<file path="config.mk">
export PLATFORM = sky130hd
export DESIGN_NAME = hazard_stall_ctrl
export DESIGN_NICKNAME = d
export VERILOG_FILES = /design/src/rtl/pipe_ctrl_pkg.sv /design/src/rtl/fwd_unit.sv /design/src/rtl/hazard_stall_ctrl.sv
export SDC_FILE = /design/constraint.sdc
export NUM_CORES = 1
export LEC_CHECK = 0
export CAP_MARGIN = 20
export CORE_MARGIN = 1
export CORE_UTILIZATION = 31
export DETAILED_ROUTE_END_ITERATION = 7
export HOLD_SLACK_MARGIN = 0.02
export PLACE_DENSITY = 0.76
export SLEW_MARGIN = 20
export SYNTH_ARGS = -nofsm -noshare
export SYNTH_HDL_FRONTEND = slang
export SYNTH_HIERARCHICAL = 1
export SYNTH_SLANG_ARGS = --single-unit
</file>
<file path="constraint.sdc">
create_clock -name clk -period 1.39 [get_ports clk]
set_input_delay 0.2085 -clock clk [delete_from_list [all_inputs] [get_ports clk]]
set_output_delay 0.2085 -clock clk [all_outputs]
set_load 0.02 [all_outputs]
</file>
<file path="src/rtl/pipe_ctrl_pkg.sv">
// Shared constants for the pipeline sequencer: FSM encodings, forward selects,
// and a register-match helper that never matches $0.
package pipe_ctrl_pkg;

  localparam logic ST_RUN     = 1'b0;
  localparam logic ST_MD_WAIT = 1'b1;

  localparam logic [1:0] FWD_RF  = 2'b00;
  localparam logic [1:0] FWD_WB  = 2'b01;
  localparam logic [1:0] FWD_MEM = 2'b10;

  localparam logic [4:0] REG_ZERO = 5'd0;

  function automatic logic reg_match(input logic [4:0] producer, input logic [4:0] consumer);
    return (producer != REG_ZERO) && (producer == consumer);
  endfunction

endpackage

</file>
<file path="src/rtl/fwd_unit.sv">
// EX-stage operand forwarding select for one ALU source; MEM result beats WB.
module fwd_unit
  import pipe_ctrl_pkg::*;
(
  input  logic [4:0] src_reg_i,
  input  logic [4:0] mem_waddr_i,
  input  logic       mem_regwrite_i,
  input  logic [4:0] wb_waddr_i,
  input  logic       wb_regwrite_i,
  output logic [1:0] fwd_sel_o
);

  always_comb begin
    fwd_sel_o = FWD_RF;
    if (mem_regwrite_i && reg_match(mem_waddr_i, src_reg_i)) begin
      fwd_sel_o = FWD_MEM;
    end else if (wb_regwrite_i && reg_match(wb_waddr_i, src_reg_i)) begin
      fwd_sel_o = FWD_WB;
    end
  end

endmodule

</file>
<file path="src/rtl/hazard_stall_ctrl.sv">
// Stall/flush/forwarding sequencer for the 5-stage pipeline, with a MULT/DIV freeze FSM.
// Optional performance counters are compiled in with HAZARD_PERF_CNT_EN.
module hazard_stall_ctrl
  import pipe_ctrl_pkg::*;
#(
  parameter int MD_CYCLES = 4
`ifdef HAZARD_PERF_CNT_EN
  ,
  parameter int CNT_W = 32
`endif
) (
  input  logic       clk,
  input  logic       rst,
  input  logic       en,
  input  logic [4:0] id_rs,
  input  logic [4:0] id_rt,
  input  logic       id_uses_rs,
  input  logic       id_uses_rt,
  input  logic [4:0] ex_rs,
  input  logic [4:0] ex_rt,
  input  logic [4:0] ex_waddr,
  input  logic       ex_regwrite,
  input  logic       ex_memread,
  input  logic       ex_redirect,
  input  logic       ex_md_start,
  input  logic [4:0] mem_waddr,
  input  logic       mem_regwrite,
  input  logic [4:0] wb_waddr,
  input  logic       wb_regwrite,
  output logic       pc_we,
  output logic       if_id_we,
  output logic       id_ex_we,
  output logic       if_id_flush,
  output logic       id_ex_flush,
  output logic       ex_mem_flush,
  output logic [1:0] fwd_a,
  output logic [1:0] fwd_b,
  output logic       md_busy
`ifdef HAZARD_PERF_CNT_EN
  ,
  output logic [CNT_W-1:0] stall_cycles,
  output logic [CNT_W-1:0] flush_events,
  output logic [CNT_W-1:0] md_cycles
`endif
);

  localparam logic [3:0] MD_LOAD = 4'(MD_CYCLES - 2);

  logic       state_q, state_d;
  logic [3:0] md_cnt_q, md_cnt_d;
  logic       load_use;
  logic [1:0] fwd_a_raw, fwd_b_raw;

  fwd_unit u_fwd_a (
    .src_reg_i      (ex_rs),
    .mem_waddr_i    (mem_waddr),
    .mem_regwrite_i (mem_regwrite),
    .wb_waddr_i     (wb_waddr),
    .wb_regwrite_i  (wb_regwrite),
    .fwd_sel_o      (fwd_a_raw)
  );

  fwd_unit u_fwd_b (
    .src_reg_i      (ex_rt),
    .mem_waddr_i    (mem_waddr),
    .mem_regwrite_i (mem_regwrite),
    .wb_waddr_i     (wb_waddr),
    .wb_regwrite_i  (wb_regwrite),
    .fwd_sel_o      (fwd_b_raw)
  );

  assign fwd_a = rst ? FWD_RF : fwd_a_raw;
  assign fwd_b = rst ? FWD_RF : fwd_b_raw;

  always_comb begin
    // NOTE: every signal written here gets a default first, so no path can infer a latch.
    pc_we        = 1'b0;
    if_id_we     = 1'b0;
    id_ex_we     = 1'b0;
    if_id_flush  = 1'b0;
    id_ex_flush  = 1'b0;
    ex_mem_flush = 1'b0;
    md_busy      = 1'b0;
    state_d      = state_q;
    md_cnt_d     = md_cnt_q;
    load_use     = ex_memread && ex_regwrite &&
                   ((id_uses_rs && reg_match(ex_waddr, id_rs)) ||
                    (id_uses_rt && reg_match(ex_waddr, id_rt)));

    if (!rst) begin
      md_busy = (state_q == ST_MD_WAIT);
      if (en) begin
        if (state_q == ST_RUN) begin
          // Redirect squashes the ID instruction, so a coincident load-use is moot.
          if (ex_redirect) begin
            pc_we       = 1'b1;
            if_id_we    = 1'b1;
            id_ex_we    = 1'b1;
            if_id_flush = 1'b1;
            id_ex_flush = 1'b1;
          end else if (ex_md_start) begin
            ex_mem_flush = 1'b1;
            state_d      = ST_MD_WAIT;
            md_cnt_d     = MD_LOAD;
          end else if (load_use) begin
            id_ex_we    = 1'b1;
            id_ex_flush = 1'b1;
          end else begin
            pc_we    = 1'b1;
            if_id_we = 1'b1;
            id_ex_we = 1'b1;
          end
        end else begin
          ex_mem_flush = 1'b1;
          if (md_cnt_q == 4'd0) begin
            state_d = ST_RUN;
          end else begin
            md_cnt_d = md_cnt_q - 4'd1;
          end
        end
      end
    end
  end

  always_ff @(posedge clk) begin
    // NOTE: sequential state uses non-blocking assignments so all registers sample together.
    if (rst) begin
      state_q  <= ST_RUN;
      md_cnt_q <= 4'd0;
    end else begin
      state_q  <= state_d;
      md_cnt_q <= md_cnt_d;
    end
  end

`ifdef HAZARD_PERF_CNT_EN
  always_ff @(posedge clk) begin
    if (rst) begin
      stall_cycles <= '0;
      flush_events <= '0;
      md_cycles    <= '0;
    end else if (en) begin
      if (!pc_we) stall_cycles <= stall_cycles + 1'b1;
      if (state_q == ST_RUN && ex_redirect) flush_events <= flush_events + 1'b1;
      if (state_q == ST_MD_WAIT) md_cycles <= md_cycles + 1'b1;
    end
  end
`endif

endmodule

</file>
Word level (Yosys, flattened, before mapping)
Index checks and enable logic that the tools add are counted.
{"block": "word_totals", "output_inout_bits": 11, "in_bits": 46, "register_bits": 5, "word_cells": 71}
{"block": "op_classes", "n_eq_ne": 8, "mux": 39, "addsub": 1, "n_reduce_logical": 21}
{"op": "$mux W1", "n": 31}
{"op": "$eq A5 B5 Y1", "n": 6}
{"op": "$mux W4", "n": 4}
{"op": "$reduce_bool A5 Y1", "n": 3}
{"op": "$logic_and A1 B1 Y1", "n": 14}
{"op": "$mux W2", "n": 4}
{"op": "$logic_not A4 Y1", "n": 1}
{"op": "$reduce_and A4 Y1", "n": 1}
{"op": "$sub A4 B1 Y4 const B", "n": 1}
{"op": "$ne A2 B1 Y1 const B", "n": 1}
{"op": "$ne A2 B2 Y1 const B", "n": 1}
{"op": "$reduce_bool A2 Y1", "n": 1}
{"op": "$logic_or A1 B1 Y1", "n": 1}

Longest topological paths before layout
Gate-level depths: netlist of the first run.
{"block": "logic_depth", "ltp_word": 11, "ltp_mapped": 6, "mapped_depth_nobuf": 6}

Cells and area by module
Netlist of the first run, hierarchy kept.
{"module": "hazard_stall_ctrl", "area_each_um2": 503.0, "cells_each": 64, "n_inst": 1, "seq_area_each_um2": 100.1}
{"module": "fwd_unit", "area_each_um2": 151.4, "cells_each": 20, "n_inst": 2, "seq_area_each_um2": 0.0}

Worst setup path before layout of the first run
Ideal clock, no wire load.
{"block": "synth_timing", "path_kind": "register to output", "from": "register state_q", "to": "output pc_we", "path_slack_ps": -213, "arrival_ps": 1395, "path_buffers": 1, "path_stages_with_launch": 5, "cell_sequence": "dfxtp_1 > nor3b_2 > nor2b_1 > o21a_1 > buf_4"}
{"block": "synth_between", "elab_chain_cells": 3}
{"item": "start, declared", "line": "hazard_stall_ctrl.sv:49", "text": "logic state_q, state_d;"}
{"item": "start signal, assigned", "line": "hazard_stall_ctrl.sv:131", "text": "state_q <= state_d;"}
{"item": "$mux W1 (3 in a row)"}
{"item": "end, declared", "line": "hazard_stall_ctrl.sv:30", "text": "output logic pc_we,"}
No other way between the ends.

Worst setup path in the final report of the first run
{"block": "layout_timing", "from": "register state_q", "to": "output id_ex_flush"}
{"block": "layout_between", "elab_chain_cells": 3}
{"item": "$mux W1", "line": "hazard_stall_ctrl.sv:93", "text": "if (state_q == ST_RUN) begin"}
{"item": "$mux W1", "line": "hazard_stall_ctrl.sv:92", "text": "if (en) begin"}
{"item": "$mux W1", "line": "hazard_stall_ctrl.sv:90", "text": "if (!rst) begin"}
{"item": "end, declared", "line": "hazard_stall_ctrl.sv:34", "text": "output logic id_ex_flush,"}
No other way between the ends.

==> qor.tcl, run 1 <==
set qor(via_density) 5.16
set qor(grt_most_used_layer) {met2}
set qor(layout.core_utilization_pct) 68.7
set qor(cap_violations) 0
set qor(overall_overflow_remaining_after_global_route) 0
set qor(fill_count) 210
set qor(timing.slew.headroom_pct) 80.1
set qor(dr_total_vias) 1073
set qor(postLayoutSetupSlackWorst_ns) -0.338
set qor(status) {finished, violations left}
set qor(syn_nets) 151
set qor(timing.critical_path.buf_inv) 1
set qor(grt_first_pass_wirelength_um) 4420
set qor(io-pin-count) 57
set qor(drv_slew) 0
set qor(area_enclosed_by_the_die_boundary_um2) 2810
set qor(cts_root_buffer) {sky130_fd_sc_hd__clkbuf_4}
set qor(gr-usage-met3_pct) 6.32
set qor(layout-drive-gt1-share_pct) 54.5
set qor(htreeDepth) 1
set qor(slowest_stage) {sky130_fd_sc_hd__or4b_4}
set qor(start_util_pct) 32.5
set qor(clock_tree_from_tritoncts) {built}
set qor(timing.critical_path.cells) {nor3b_4 -> or4b_4 -> o21bai_4 -> buf_6}
set qor(drtAntennaViolNets) 0
set qor(seqCellArea_um2) 104
set qor(worst_r2r_startpoint) {md_cnt_q[0]$_SDFFE_PP0P_}
set qor(finalSetupViolations) 7
set qor(clock_latency_ns) 0.26
set qor(synthToLayoutAreaGrowth_pct) 111
set qor(final.period_utilization_pct) 124
set qor(hold_viol_final) 0
set qor(skew_ns) 0.00955
set qor(detailed_place_hpwl_um) 2300
set qor(core.rowCount) 18
set qor(timing.critical_path.fanout_max) 3
set qor(first_global_vias) 1084
set qor(grt_setup_unrepaired) {true}
set qor(transition_at_the_pin_with_the_smallest_max_transition_slack_ns) 0.297
set qor(synth_enable_flop_cells) 0
set qor(r2r-end) {md_cnt_q[1]$_SDFFE_PP0P_}
set qor(cts.clk_slew.worst_paths_ns) 0.05
set qor(powerDensity_nw_per_um2) 453
set qor(synth_seq_cells) 5
set qor(synth_area_leaders) {sky130_fd_sc_hd__xor2_1 (15%), sky130_fd_sc_hd__xnor2_1 (13%), sky130_fd_sc_hd__dfxtp_1 (12%), sky130_fd_sc_hd__nor2b_1 (7.0%), sky130_fd_sc_hd__o41ai_2 (4.0%)}
set qor(worst_setup_path_category) {reg -> out}
set qor(fp.dieW_um) 53.0
set qor(grt.met2_usage_pct) 43.5
set qor(ys_warn_count) 6
set qor(rr_worst_depth) 6
set qor(violated_checks) {setup timing}
set qor(mostFrequentLayoutCell) {sky130_fd_sc_hd__buf_4}
set qor(cts_made_buffers) 3
set qor(track_usage_pct) 21.9
set qor(mappedNetlistArea_um2) 806
set qor(cp_delay_by_family_top) {simple AND/OR/NAND/NOR gates}
set qor(worst-path-stages) 4
set qor(cp.arrival_ns) 1.52
set qor(drt-total-wl_um) 3050
set qor(cellLeakagePower_nw) 0.704
set qor(worst_ir_drop_vdd_uv) 381
set qor(synth_top_cell_area_share_pct) 15.2
set qor(cts_hold_buffers) 0
set qor(mean_instance_size_in_the_synthesized_netlist_um2) 7.75
set qor(setup.reg_to_reg.worst_slack_ns) 0.04
set qor(detail_route.wl_per_cell_um) 14.7
set qor(buffer_depth_of_the_longest_clock_path) 2
set qor(portBuffers) 56
set qor(groute.layer.met1.usage_pct) 20.1
set qor(detailedRoute.firstIterationViolations) 7
set qor(detailedRoute.firstPassIterationCount) 2
set qor(cp-endpoint) {id_ex_flush}
set qor(crit_required_ns) 1.18
set qor(final_period_minus_worst_setup_slack_ns) 1.73
set qor(synth_seq_area_share_pct) 12.4
set qor(fin_nets) 226
set qor(chipHeight_um) 53.0
set qor(class_of_the_most_critical_hold_timing_path) {in -> reg}
set qor(post-route-drc-count) 0
set qor(max_freq_mhz) 579
set qor(timing.critical_path.from) {state_q$_SDFFE_PP0P_}
set qor(async_reset_ff_share_pct) 0
set qor(most-common-layout-cells) {sky130_fd_sc_hd__buf_4 (18), sky130_fd_sc_hd__buf_6 (15), sky130_fd_sc_hd__xor2_1 (14), sky130_fd_sc_hd__buf_2 (12), sky130_fd_sc_hd__dlygate4sd2_1 (11)}
set qor(holdWs_ns) 0.524
set qor(timing.critical_path.from_type) {flip-flop}
set qor(critPathMaxStageDelay_ns) 0.50
set qor(synth_area_leader_cell) {sky130_fd_sc_hd__xor2_1}
set qor(grt_antenna_before_repair) 0
set qor(worst_setup_path_end_kind) {output pin}
set qor(synth_top_flop_cell) {sky130_fd_sc_hd__dfxtp_1}
set qor(gp_congestion) 0.859
set qor(floorplan.core_area_um2) 2480
set qor(clock-sinks) 5
set qor(multi_input_area_um2) 892
set qor(diodes) 0
set qor(synthesis.instances) 104
set qor(grt_max_degree) 12
set qor(yosys.cell_types.count) 36
per-stage QoR:
step	cell area, µm²	cells	total power [mW]	TNS (ns)	setup WS (ns)
2_1_floorplan	821	104	0.305	-0.0952	-0.0825
3_3_place_gp	1510	202	0.532	-9.34	-0.983
3_5_place_dp	1510	202	0.543	-9.50	-1.04
4_1_cts	1560	207	0.720	-1.27	-0.346
5_1_grt	1700	208	0.824	-1.63	-0.392
6_report	1700	208	0.771	-1.14	-0.338
worst register-to-register path: cells and delay by family, from the launching register on:
family / cells / cell delay [ns]
buf+inv: 1 / 0.07
flops: 1 / 0.32
compound gates: 2 / 0.27
simple gates: 2 / 0.46
fa+ha+maj: 1 / 0.13
sequential cells by signal, summed over array words and instances, names as in the netlist:
register	count
state_q	1
md_cnt_q	4
per-layer routing:
| layer | up-vias | part of all wire [%] |
|---|---|---|
| met4 | 0 | 2.1 |
| met2 | 60 | 53 |
| met3 | 6 | 12 |
| met5 | - | 0 |
| li1 | 527 | - |
| met1 | 480 | 33 |
logic make-up (layout without fill, tap and decap cells):
| group | Yosys count | after routing | share of synthesized area (%) |
|---|---|---|---|
| and+or+nand+nor | 47 | 47 | 35.4 |
| xor gates and xnor gates | 26 | 26 | 28.3 |
| AOI/OAI and AO/OA | 20 | 20 | 19.6 |
| DFF | 5 | 5 | 12.4 |
| buffers and inverters | 5 | 79 | 2.80 |
| adders and majority gates | 1 | 1 | 1.55 |
Yosys cell counts (2+ instances only):
| master | number |
|---|---|
| sky130_fd_sc_hd__a21oi_1 | 6 |
| sky130_fd_sc_hd__nor4_1 | 5 |
| sky130_fd_sc_hd__nand4_1 | 3 |
| sky130_fd_sc_hd__xor2_1 | 14 |
| sky130_fd_sc_hd__o21ai_0 | 2 |
| sky130_fd_sc_hd__nor3_2 | 2 |
| sky130_fd_sc_hd__nand3_1 | 4 |
| sky130_fd_sc_hd__clkbuf_1 | 2 |
| sky130_fd_sc_hd__o41ai_2 | 2 |
| sky130_fd_sc_hd__nand2_1 | 7 |
| sky130_fd_sc_hd__xnor2_1 | 12 |
| sky130_fd_sc_hd__nor2_1 | 4 |
| sky130_fd_sc_hd__dfxtp_1 | 5 |
| sky130_fd_sc_hd__nor2b_1 | 9 |
| sky130_fd_sc_hd__a211oi_2 | 2 |
| sky130_fd_sc_hd__nor3_1 | 4 |
| sky130_fd_sc_hd__inv_1 | 2 |
layout make-up:
type	instances	share of cell area, %
multi-input combinational	94	52.4
sequential	5	6.10
clock buffer	4	1.54
inverter	2	0.441
tap	30	2.20
timing repair buffer	73	37.3
power breakdown:
group          internal [mW]  switching [mW]  total (mW)
Sequential             0.149         0.00352       0.152
Clock                  0.109          0.0691       0.178
Combinational          0.241           0.200       0.441
Total                  0.499           0.272       0.771
how the worst min path moves through the flow:
stage                             start                       end  depth (start not counted)
2_1_floorplan                        en  md_cnt_q[3]$_SDFFE_PP0P_                          2
4_1_cts                             rst  md_cnt_q[0]$_SDFFE_PP0P_                          3
3_5_place_dp   md_cnt_q[1]$_SDFFE_PP0P_  md_cnt_q[1]$_SDFFE_PP0P_                          2
5_1_grt                              en      state_q$_SDFFE_PP0P_                          4
6_report                             en      state_q$_SDFFE_PP0P_                          4
3_3_place_gp   md_cnt_q[1]$_SDFFE_PP0P_  md_cnt_q[1]$_SDFFE_PP0P_                          2
timing repair:
action / CTS / global route
pin swaps: 33 / 15
setup endpoints to repair: 12 / 11
cloned: 0 / 0
buffers inserted: 1 / 1
gates resized for setup: 184 / 37
Power figures use the tool's default switching activity.
==> run 2, diff against run 1 <==
REMOVE_ABC_BUFFERS = 1   (was default)
==> run 2 against run 1 <==
  * The flow still finishes with violations (setup timing)
  * Wire length rose by 8.9%
  * Worst setup slack worse by 0.060 ns
  * Die area stayed put
  * Utilization is 1.7 points higher
  * Total power rose by 3.3%
  * First-iteration DRC count increased to 2.7 times the previous value
  * Non-clock buffer count is 6 higher
  * Maximum frequency down 3.3%
  * Cell area is 2.4% higher
  * Via count up 7.3%
  * Clock power rose by 3%
==> qor.tcl, run 2 (synthesis gave the netlist of run 1 again) <==
set qor(status) {finished, violations left}
set qor(violated_checks) {setup timing}
set qor(powerDensity_nw_per_um2) 457
set qor(portBuffers) 56
set qor(most-common-layout-cells) {sky130_fd_sc_hd__buf_4 (23), sky130_fd_sc_hd__buf_2 (17), sky130_fd_sc_hd__buf_6 (13), sky130_fd_sc_hd__xor2_1 (12), sky130_fd_sc_hd__dlygate4sd2_1 (11)}
set qor(gp_congestion) 0.861
set qor(cap_violations) 0
set qor(worst_ir_drop_vdd_uv) 340
set qor(cts_root_buffer) {sky130_fd_sc_hd__clkbuf_4}
set qor(post-route-drc-count) 0
set qor(worst_setup_path_category) {reg -> out}
set qor(cp.arrival_ns) 1.58
set qor(floorplan.core_area_um2) 2480
set qor(htreeDepth) 1
set qor(drt-total-wl_um) 3320
set qor(grt_setup_unrepaired) {true}
set qor(first_global_vias) 1151
set qor(synthToLayoutAreaGrowth_pct) 116
set qor(final_period_minus_worst_setup_slack_ns) 1.79
set qor(overall_overflow_remaining_after_global_route) 0
set qor(detailedRoute.firstIterationViolations) 19
set qor(area_enclosed_by_the_die_boundary_um2) 2810
set qor(drtAntennaViolNets) 0
set qor(skew_ns) 0.0143
set qor(detailed_place_hpwl_um) 2340
set qor(report.power.total_mw) 0.797
set qor(switching_share_pct) 36.2
set qor(finalSetupViolations) 9
set qor(net_switching_power_mw) 0.289
set qor(clock_latency_ns) 0.25
set qor(cts_made_buffers) 3
set qor(timing.critical_path.fanout_max) 3
set qor(chipHeight_um) 53.0
set qor(max_freq_mhz) 559
set qor(mostFrequentLayoutCell) {sky130_fd_sc_hd__buf_4}
set qor(class_of_the_most_critical_hold_timing_path) {in -> reg}
set qor(clock_tree_from_tritoncts) {built}
set qor(start_util_pct) 32.5
set qor(postLayoutSetupSlackWorst_ns) -0.398
set qor(share_seq_of_total_power_pct) 19.1
set qor(p_int_mw) 0.508
set qor(largest_register_ff_count) 4
set qor(fin_nets) 232
set qor(core.rowCount) 18
set qor(grt_first_pass_wirelength_um) 4660
set qor(cellLeakagePower_nw) 0.732
set qor(cts.clk_slew.worst_paths_ns) 0.06
set qor(detail_route.wl_per_cell_um) 15.5
set qor(layout.core_utilization_pct) 70.4
set qor(largest_register) {md_cnt_q}
set qor(dr_total_vias) 1151
set qor(detailedRoute.firstPassIterationCount) 4
set qor(layout-drive-gt1-share_pct) 55.4
set qor(crit_required_ns) 1.18
set qor(reg_top3) {md_cnt_q (4), state_q (1)}
set qor(worst_setup_path_end_kind) {output pin}
set qor(grt_max_degree) 12
set qor(buffer_depth_of_the_longest_clock_path) 2
set qor(final.period_utilization_pct) 129
set qor(diodes) 0
set qor(timing.slew.headroom_pct) 81.8
set qor(hold_viol_final) 0
set qor(drv_slew) 0
set qor(fill_count) 188
set qor(via_density) 5.38
set qor(fp.dieW_um) 53.0
set qor(track_usage_pct) 22.9
set qor(grt_antenna_before_repair) 0
set qor(io-pin-count) 57
set qor(transition_at_the_pin_with_the_smallest_max_transition_slack_ns) 0.270
set qor(share_comb_of_total_power_pct) 57.8
set qor(pwr-share-clk_pct) 23.1
set qor(clock-sinks) 5
set qor(timing.critical_path.from_type) {flip-flop}
run 2: area by class of cell:
cell class                      instances  area, µm²  area share (%)
Clock buffer                            4       26.3            1.51
Inverter                                2       7.51           0.430
Multi-Input combinational cell         94        905            51.9
Sequential cell                         5        104            5.95
Tap cell                               30       37.5            2.15
Timing Repair Buffer                   79        664            38.1
run 2: worst paths after layout:
path / slack (ns) / cells past startpoint / start / endpoint
worst max-delay path: -0.40 / 4 / state_q$_SDFFE_PP0P_ / id_ex_flush
worst min-delay path: 0.54 / 4 / en / md_cnt_q[0]$_SDFFE_PP0P_
worst max register to register: -0.04 / 6 / md_cnt_q[0]$_SDFFE_PP0P_ / md_cnt_q[1]$_SDFFE_PP0P_
worst min register to register: 0.55 / 2 / md_cnt_q[2]$_SDFFE_PP0P_ / md_cnt_q[2]$_SDFFE_PP0P_
run 2: power groups by stage:
stage / clock (mW) / combinational, mW / sequential [mW]
floorplan: 0 / 0.136 / 0.156
detailed placement: 0 / 0.388 / 0.153
CTS: 0.185 / 0.426 / 0.152
global placement: 0 / 0.377 / 0.153
global route: 0.200 / 0.486 / 0.153
finish: 0.184 / 0.461 / 0.152
run 2: per-stage QoR:
step	worst slack, ns	hold slack [ns]	area [µm²]	setup TNS, ns	std cells
floorplan	-0.239	0.278	791	-0.693	101
global placement	-0.967	0.478	1510	-9.08	203
detailed placement	-1.05	0.506	1510	-9.54	203
CTS	-0.406	0.506	1660	-1.44	213
global route	-0.427	0.534	1740	-1.84	214
finish	-0.398	0.540	1740	-1.38	214
run 2: timing repair:
item | in CTS | in global routing
pin swaps | 39 | 17
buffers inserted | 6 | 1
hold buffers | 0 | 0
setup endpoints to repair | 12 | 10
gates resized for setup | 198 | 30
run 2: per-layer routing:
metal  GRT usage, %  routed length (µm)  vias to the layer above
li1               -                   -                      537
met3           3.16                 319                       18
met1           20.1                1040                      517
met5              0                   0                        -
met2           46.4                1790                       79
met4           15.4                 168                        0
run 2: worst max-delay path: stages (launching register included):
cell and delay (ns):
sky130_fd_sc_hd__dfxtp_2 0.33, sky130_fd_sc_hd__nor3b_4 0.20, sky130_fd_sc_hd__or4b_1 0.47, sky130_fd_sc_hd__o21bai_1 0.16
sky130_fd_sc_hd__buf_4 0.16
==> run 3, diff against run 2 <==
ABC_AREA = 1   (was default)
CELL_PAD_IN_SITES_DETAIL_PLACEMENT = 0   (was default)
CELL_PAD_IN_SITES_GLOBAL_PLACEMENT = 1   (was default)
CORE_ASPECT_RATIO = 0.9   (was default)
CORE_UTILIZATION = 21   (was 31)
PLACE_DENSITY = default   (was 0.76)
PLACE_DENSITY_LB_ADDON = 0.1   (was default)
==> run 3 against run 2 <==
  * The run now ends clean
  * Combinational power down 1%
  * Largest cell class unchanged
  * Register-to-register slack gained 0.09 ns
  * First-iteration DRC count rose by 26%
  * Area after synthesis grew 33%
  * Flip-flop and latch count did not move
  * Sequential power is 5% higher
  * Largest power group unchanged
  * Via count grew 28%
==> qor.tcl, run 3 <==
set qor(detail_route.wl_per_cell_um) 9.06
set qor(cts_made_buffers) 3
set qor(status) {finished clean}
set qor(core.rowCount) 24
set qor(grt_max_degree) 10
set qor(synth_enable_flop_cells) 0
set qor(mean_instance_size_in_the_synthesized_netlist_um2) 4.68
set qor(async_reset_ff_share_pct) 0
set qor(met1_length_um) 1690
set qor(detailed_place_hpwl_um) 2830
set qor(yosys.cell_types.count) 24
set qor(detailedRoute.firstIterationViolations) 24
set qor(area_enclosed_by_the_die_boundary_um2) 5390
set qor(cts_hold_buffers) 0
set qor(routed_length_on_met3_um) 158
set qor(cts_root_buffer) {sky130_fd_sc_hd__clkbuf_8}
set qor(ys_warn_count) 6
set qor(powerDensity_nw_per_um2) 472
set qor(cp.arrival_ns) 1.45
set qor(r2r-end) {md_cnt_q[2]$_SDFFE_PP0P_}
set qor(synth_top_flop_cell) {sky130_fd_sc_hd__dfxtp_1}
set qor(setup.reg_to_reg.worst_slack_ns) 0.05
set qor(cp-endpoint) {md_cnt_q[2]$_SDFFE_PP0P_}
set qor(yosys.cell_count.top_type) {sky130_fd_sc_hd__nand2_1}
set qor(clock-sinks) 5
set qor(final.period_utilization_pct) 96.5
set qor(chipHeight_um) 69.8
set qor(timing.critical_path.from) {state_q$_SDFFE_PP0P_}
set qor(layout.core_utilization_pct) 38.5
set qor(skew_ns) 0.000411
set qor(track_usage_pct) 12.8
set qor(synth_top_cell_area_share_pct) 30.8
set qor(synthToLayoutAreaGrowth_pct) 74.8
set qor(min_from) {md_cnt_q[3]$_SDFFE_PP0P_}
set qor(layout-drive-gt1-share_pct) 43.0
set qor(synthesis.instances) 229
set qor(grt_setup_unrepaired) {true}
set qor(synth_seq_cells) 5
set qor(timing.slew.headroom_pct) 80.8
set qor(dr_wl_met2_um) 1500
set qor(finalSetupViolations) 0
set qor(reg_top3) {md_cnt_q (4), state_q (1)}
set qor(portBuffers) 56
set qor(grt_antenna_before_repair) 0
set qor(synth_area_leader_cell) {sky130_fd_sc_hd__nand2_1}
set qor(drv_slew) 0
set qor(largest_register_ff_count) 4
set qor(fill_count) 592
set qor(htreeDepth) 1
set qor(clock_tree_from_tritoncts) {built}
set qor(fin_area_um2) 1870
set qor(clock_latency_ns) 0.22
set qor(highest-signal-layer) {met3}
set qor(worst_setup_path_end_kind) {flip-flop}
set qor(dr_total_vias) 1475
set qor(mappedNetlistArea_um2) 1070
set qor(crit_required_ns) 1.50
set qor(hold_viol_final) 0
set qor(buffer_depth_of_the_longest_clock_path) 2
set qor(gp_congestion) 0.757
set qor(drtAntennaViolNets) 0
set qor(first_global_vias) 1334
set qor(worst_ir_drop_vdd_uv) 562
set qor(detailedRoute.firstPassIterationCount) 4
set qor(drt-total-wl_um) 3350
set qor(overall_overflow_remaining_after_global_route) 0
set qor(cap_violations) 0
set qor(final_period_minus_worst_setup_slack_ns) 1.34
set qor(start_util_pct) 22.0
set qor(worst_r2r_startpoint) {state_q$_SDFFE_PP0P_}
set qor(synth_seq_area_share_pct) 9.35
set qor(timing.critical_path.from_type) {flip-flop}
set qor(io-pin-count) 57
set qor(via_density) 3.99
set qor(cellLeakagePower_nw) 1.06
set qor(mostFrequentLayoutCell) {sky130_fd_sc_hd__nand2_1}
set qor(fin_nets) 353
set qor(post-route-drc-count) 0
set qor(timing.critical_path.fanout_max) 6
set qor(grt_first_pass_wirelength_um) 5780
set qor(fp.dieW_um) 77.3
set qor(most-common-layout-cells) {sky130_fd_sc_hd__nand2_1 (79), sky130_fd_sc_hd__inv_1 (35), sky130_fd_sc_hd__nor2_1 (28), sky130_fd_sc_hd__buf_4 (24), sky130_fd_sc_hd__inv_2 (19)}
set qor(floorplan.core_area_um2) 4860
set qor(rr_worst_depth) 9
set qor(synth_area_leaders) {sky130_fd_sc_hd__nand2_1 (31%), sky130_fd_sc_hd__inv_1 (16%), sky130_fd_sc_hd__nor2_1 (14%), sky130_fd_sc_hd__dfxtp_1 (9.3%), sky130_fd_sc_hd__nand3_1 (5.6%)}
set qor(transition_at_the_pin_with_the_smallest_max_transition_slack_ns) 0.286
set qor(largest_register) {md_cnt_q}
set qor(list_of_most_frequent_post_synthesis_cells) {sky130_fd_sc_hd__nand2_1 (88), sky130_fd_sc_hd__inv_1 (47), sky130_fd_sc_hd__nor2_1 (40)}
set qor(cts.clk_slew.worst_paths_ns) 0.04
set qor(class_of_the_most_critical_hold_timing_path) {reg -> reg}
set qor(dpl_cell_area_um2) 1820
set qor(diodes) 0
set qor(worst_setup_path_category) {reg -> reg}
set qor(max_freq_mhz) 746
==> run 3: metrics by stage <==
step | hold slack [ns] | std cells | TNS, ns | total power [mW] | setup slack [ns]
after CTS | 0.490 | 369 | 0 | 0.841 | 0.0000397
after detailed placement | 0.484 | 365 | -7.98 | 0.612 | -0.872
after global placement | 0.487 | 365 | -8.05 | 0.615 | -0.871
after floorplan | 0.271 | 226 | 0 | 0.353 | 0.0333
after global routing | 0.540 | 370 | -0.108 | 0.962 | -0.0386
final | 0.518 | 370 | 0 | 0.883 | 0.0486
==> run 3: worst min-delay path by stage <==
stage                                           to  slack, ns  cells past startpoint
after global placement    md_cnt_q[1]$_SDFFE_PP0P_       0.49                      2
after detailed placement  md_cnt_q[1]$_SDFFE_PP0P_       0.48                      2
final                     md_cnt_q[3]$_SDFFE_PP0P_       0.52                      2
after CTS                 md_cnt_q[1]$_SDFFE_PP0P_       0.49                      2
after global routing          state_q$_SDFFE_PP0P_       0.54                      5
after floorplan           md_cnt_q[0]$_SDFFE_PP0P_       0.27                      1
==> run 3: kinds of logic after synthesis <==
group | after synthesis | synth area share, %
buffers and inverters | 57 | 21.1
AOI/OAI and AO/OA | 16 | 9.93
and+or+nand+nor | 150 | 58.4
adders and majority gates | 1 | 1.17
DFF | 5 | 9.35
==> run 3: layout make-up <==
class,instances,area (µm²),area share [%]
Timing Repair Buffer,75,574,30.7
Clock buffer,4,45.0,2.41
Inverter,54,203,10.8
Tap cell,65,81.3,4.34
Multi-Input combinational cell,167,867,46.3
Sequential cell,5,101,5.41
==> run 3: power breakdown <==
| part | internal (mW) | switching [mW] |
|---|---|---|
| Sequential | 0.152 | 0.00651 |
| Combinational | 0.215 | 0.241 |
| Clock | 0.197 | 0.0717 |
==> run 3: critical path, cell delays in order (launching register included) <==
cell and delay [ns]:
sky130_fd_sc_hd__dfxtp_2 0.34, sky130_fd_sc_hd__buf_6 0.12, sky130_fd_sc_hd__buf_6 0.12, sky130_fd_sc_hd__nor2_4 0.04, sky130_fd_sc_hd__nor2_4 0.12, sky130_fd_sc_hd__o21ai_4 0.08, sky130_fd_sc_hd__nor2_4 0.23, sky130_fd_sc_hd__nand3_2 0.09
sky130_fd_sc_hd__nand2_1 0.07, sky130_fd_sc_hd__nor2_1 0.04
==> run 3: what timing repair did <==
item | 4_1_cts | 5_1_grt
gates resized for setup | 179 | 89
pin swaps | 33 | 51
setup buffers | 0 | 1
setup endpoints to repair | 11 | 12
==> run 3: layer usage <==
metal | vias up | global-route usage (%)
met5 | - | 0
met4 | 0 | 0
met3 | 0 | 2.11
met2 | 36 | 21.2
met1 | 617 | 18.3
li1 | 822 | -
